===== config.mk =====
export PLATFORM = sky130hd
export DESIGN_NAME = alu_issue
export DESIGN_NICKNAME = d
export VERILOG_FILES = /design/src/rtl/alu_issue.sv
export SDC_FILE = /design/constraint.sdc
export NUM_CORES = 1
export LEC_CHECK = 0
export CAP_MARGIN = 20
export CORE_MARGIN = 2
export CORE_UTILIZATION = 35
export CTS_CLUSTER_SIZE = 20
export DETAILED_ROUTE_END_ITERATION = 16
export PLACE_DENSITY = 0.52
export SLEW_MARGIN = 20
export SYNTH_ARGS = -nofsm -noshare
export SYNTH_HDL_FRONTEND = slang
export SYNTH_SLANG_ARGS = --single-unit

===== constraint.sdc =====
create_clock -name clk -period 7.5 [get_ports clk]
set_clock_uncertainty 0.15 [all_clocks]
set_input_delay 0.75 -clock clk [delete_from_list [all_inputs] [get_ports clk]]
set_output_delay 0.75 -clock clk [all_outputs]
set_load 0.05 [all_outputs]

===== src/rtl/alu_issue.sv =====
// Operand issue stage feeding the ALU: a small operand FIFO, a one-cycle issue strobe,
// and a latency-matched tracker that stands in for the ALU's missing result-valid.
module alu_issue #(
    parameter int unsigned DEPTH   = 4,
    parameter int unsigned LATENCY = 3,
    parameter int unsigned KEY_W   = 9
) (
    input  logic                           clk,
    input  logic                           rst,
    input  logic                           clr,
    input  logic                           stall,
    input  logic                           req_valid,
    output logic                           req_ready,
    input  logic [31:0]                    req_a,
    input  logic [31:0]                    req_b,
    input  logic [KEY_W-1:0]               req_key,
    output logic                           alu_en,
    output logic                           alu_clr,
    output logic [31:0]                    alu_a,
    output logic [31:0]                    alu_b,
    output logic [KEY_W-1:0]               alu_key,
    output logic                           done,
    output logic [KEY_W-1:0]               done_key,
    output logic [$clog2(DEPTH+1)-1:0]     level,
    output logic                           busy
);

    localparam int unsigned PTR_W = $clog2(DEPTH);
    localparam int unsigned LVL_W = $clog2(DEPTH + 1);

    logic [31:0]      mem_a   [DEPTH];
    logic [31:0]      mem_b   [DEPTH];
    logic [KEY_W-1:0] mem_key [DEPTH];

    logic [PTR_W-1:0] wr_ptr;
    logic [PTR_W-1:0] rd_ptr;
    logic             push_c;
    logic             pop_c;

    logic [LATENCY-1:0] trk_v;
    logic [KEY_W-1:0]   trk_k [LATENCY];

    // No bypass: pop only looks at already-stored entries, so a fresh write waits a cycle.
    always_comb begin
        req_ready = (level < LVL_W'(DEPTH)) && !clr && !rst;
        push_c    = req_valid && req_ready;
        pop_c     = (level != '0) && !stall && !clr;
    end

    // Storage carries no reset; validity is owned entirely by the pointers and level.
    always_ff @(posedge clk) begin
        if (push_c) begin
            mem_a[wr_ptr]   <= req_a;
            mem_b[wr_ptr]   <= req_b;
            mem_key[wr_ptr] <= req_key;
        end
    end

    always_ff @(posedge clk) begin
        if (rst) begin
            wr_ptr  <= '0;
            rd_ptr  <= '0;
            level   <= '0;
            alu_en  <= 1'b0;
            alu_clr <= 1'b0;
            alu_a   <= '0;
            alu_b   <= '0;
            alu_key <= '0;
            trk_v   <= '0;
            for (int unsigned i = 0; i < LATENCY; i++) begin
                trk_k[i] <= '0;
            end
        end else if (clr) begin
            wr_ptr  <= '0;
            rd_ptr  <= '0;
            level   <= '0;
            alu_en  <= 1'b0;
            alu_clr <= 1'b1;
            trk_v   <= '0;
        end else begin
            alu_clr <= 1'b0;
            alu_en  <= pop_c;
            if (push_c) begin
                wr_ptr <= wr_ptr + PTR_W'(1);
            end
            if (pop_c) begin
                rd_ptr  <= rd_ptr + PTR_W'(1);
                alu_a   <= mem_a[rd_ptr];
                alu_b   <= mem_b[rd_ptr];
                alu_key <= mem_key[rd_ptr];
            end
            if (push_c && !pop_c) begin
                level <= level + LVL_W'(1);
            end else if (!push_c && pop_c) begin
                level <= level - LVL_W'(1);
            end
            // Keys only move with a valid bit so the last stage holds done_key between pulses.
            trk_v[0] <= alu_en;
            if (alu_en) begin
                trk_k[0] <= alu_key;
            end
            for (int unsigned i = 1; i < LATENCY; i++) begin
                trk_v[i] <= trk_v[i-1];
                if (trk_v[i-1]) begin
                    trk_k[i] <= trk_k[i-1];
                end
            end
        end
    end

    always_comb begin
        done     = trk_v[LATENCY-1];
        done_key = trk_k[LATENCY-1];
        busy     = (level != '0) || alu_en || (|trk_v);
    end

endmodule

==> metrics.txt <==
Leakage=5.79 nW; YS warnings=0; clock sink total=404; Pwr Total=4.70 mW; Clock Latency Late Sink=0.55 ns; cell family with most CP delay=buffers and inverters; Initial Utilization=35.4%; via/cell ratio=4.79; P per Cell Area=262 nW/um^2; post-DR wirelength/cell=20.5 microns; die height=207 microns; register area=11300 sq um; first-pass GRT wire length=45300 microns; CP max FO=10; DRT Pass-1 Iters=4; Synth Net Count=759; Worst setup EP type=primary output; Yosys reg bits=404; setup repair bufs after CTS=0; RSZ-0062 raised after global routing=false; final slew viol count=0; DR DRC count=0; Max IR drop VDD=0.000144 V; Worst-path clk slew=0.05 ns; Gate Count Post-Synth=675; Die ar.=42900 sq um; Setup TNS=0 ns; synthesis-to-layout area growth=24.1%; nets@finish=935; GP Congestion=0.691; H-tree levels=2; FMAX=273 MHz; Clock Path Buffers=3; post-synthesis cell type count=32; crit path kind=in -> out; Placeable Area=40800 sq um; DP HPWL=15900 microns; Detail Route Antenna Nets=0; CTS Root Cell=clkbuf_16; max incr delay on CP=0.81 ns; CP startpoint kind=input pin; Slew @ Worst Pin=1.06 ns; largest net degree at the start of global routing=74; slowest library cell on the worst path=clkdlybuf4s50_1; Mean Syn Cell Area=21.4 sq um; Post-Route WL=29200 microns; slew margin rel.=29.1%; Hold Path Class=reg -> reg; Period minus WS final=3.67 ns; Die Width=207 microns; share of layout cells above drive strength 1=17.4%; Setup Viol. Count Final=0; initial antenna violation count=2; post-cts resize count=0; # rows=74; Hold Violations, Final=0; Post-synth EDFFs=319; fillers=3479; clock buffer count from CTS=44; worst path arrival time=2.77 ns; Mapped Area=14400 sq um; CP Buf/Inv Count=2; required time worst endpoint=6.60 ns; CTS Hold Bufs=0; GRT Resource Usage Total=13.8%; multi-input logic area=2840 sq um; GR Overflow Total=0; vias=6799; sequential fraction of the synthesis area=78.1%; Design Area, Final=17900 sq um; Iteration-0 DRC Markers=342; crit path cell chain=clkdlybuf4s50_1 -> or2_1 -> nor2_1 -> clkdlybuf4s50_1; vias in the first global route=7478; Top FF cell, synth=edfxtp_1; PortBufs=167; CTS tree=yes; Placed Area=16500 sq um; asr flop ratio synth=0%; Final Cycle Share=48.9%; Ports=168; most frequent CP cell=clkdlybuf4s50_1; final core utilization=43.9%; status=complete, no violations; Max-cap violations=0
## sequential cells by signal, indices dropped and copies added (netlist names), 9 cells and up
signal	count
alu_a	32
mem_key	36
alu_key	9
mem_b	128
mem_a	128
trk_k	27
alu_b	32
## cell usage after synthesis (2+ instances only)
library cell  instances  area (sq um)
dfxtp_1              85          1700
buf_2                15          75.1
a21oi_1               3          15.0
a22o_1               73           639
nand2_1               2          7.51
edfxtp_1            319          9580
nor2_1                7          26.3
inv_1                 5          18.8
xor2_1                2          17.5
mux4_2               73          1640
ha_1                  5          62.6
o21ai_0               2          10.0
buf_6                13           146
and2_1               34           213
clkbuf_1              8          30.0
nor3_1                2          10.0
a21o_1                3          22.5
or3_1                 2          12.5
buf_4                 9          67.6
## kinds of logic (layout without fill, tap and decap cells)
family                   after synthesis  in the layout  share of synthesized area, %
other                                  0              1                             0
buffers and inverters                 50            262                          2.34
AO/OA/AOI/OAI                         84             84                          4.98
XOR/XNOR                               3              3                         0.182
multiplexers                          74             74                          11.4
AND/OR/NAND/NOR                       54             54                          2.40
flip-flops                           404            404                          78.1
adder cells (fa/ha/maj)                6              6                         0.572
## final timing paths
kind | start | end | slack [ns] | depth (start not counted)
hold / removal | alu_b[15] | alu_b[15] | 0.33 | 1
hold reg to reg | alu_b[15] | alu_b[15] | 0.33 | 1
setup reg to reg | rd_ptr[0] | alu_a[21] | 4.70 | 3
setup / recovery | rst | req_ready | 3.83 | 4
## stage by stage
stage | setup slack [ns] | std cells | hold WS, ns
final | 3.83 | 1420 | 0.325
after global routing | 3.70 | 1419 | 0.348
after CTS | 3.81 | 1419 | 0.329
after detailed placement | 3.58 | 1337 | 0.313
after global placement | 3.63 | 1337 | 0.313
after floorplan | 3.91 | 675 | 0.304
## power by group
part	leakage, nW	total, mW	internal (mW)	switching, mW
clock network	0.680	2.06	1.21	0.848
registers	3.60	2.45	2.44	0.0122
logic	1.51	0.190	0.0831	0.107
total	5.79	4.70	3.73	0.967
## cells in the final DEF, fill, tap and decap left out, types with 2 or more instances in the layout
cell type        instances
a21o_1                   3
a21oi_1                  3
a22o_1                  73
and2_1                  30
and2_4                   4
buf_4                    8
bufinv_16                2
clkbuf_1                10
clkbuf_16               45
clkbuf_8                 4
clkdlybuf4s50_1        167
clkinv_1                10
clkinv_2                 8
dfxtp_1                 83
dfxtp_4                  2
edfxtp_1               319
ha_1                     5
inv_1                    5
inv_6                    2
mux4_2                  73
nand2_1                  2
nor2_1                   7
nor3_1                   2
o21ai_0                  2
or3_1                    2
xor2_1                   2
## metal layers
metal	global-route usage [%]	up-vias	part of all wire [%]
met1	18.5	3494	45
met3	3.02	54	4.6
li1	-	3102	-
met5	0	-	0.041
met2	22.3	147	48
met4	5.15	2	2.5
## layout make-up
| cell class | count | area share (%) |
|---|---|---|
| multi-input combinational | 221 | 15.8 |
| clock inverter | 23 | 0.907 |
| clock buffer | 59 | 6.80 |
| tap | 532 | 3.71 |
| sequential | 404 | 63.0 |
| timing repair buffer | 175 | 9.66 |
| inverter | 5 | 0.105 |
| antenna | 1 | 0.0140 |
(Power assumes the default switching activity.)
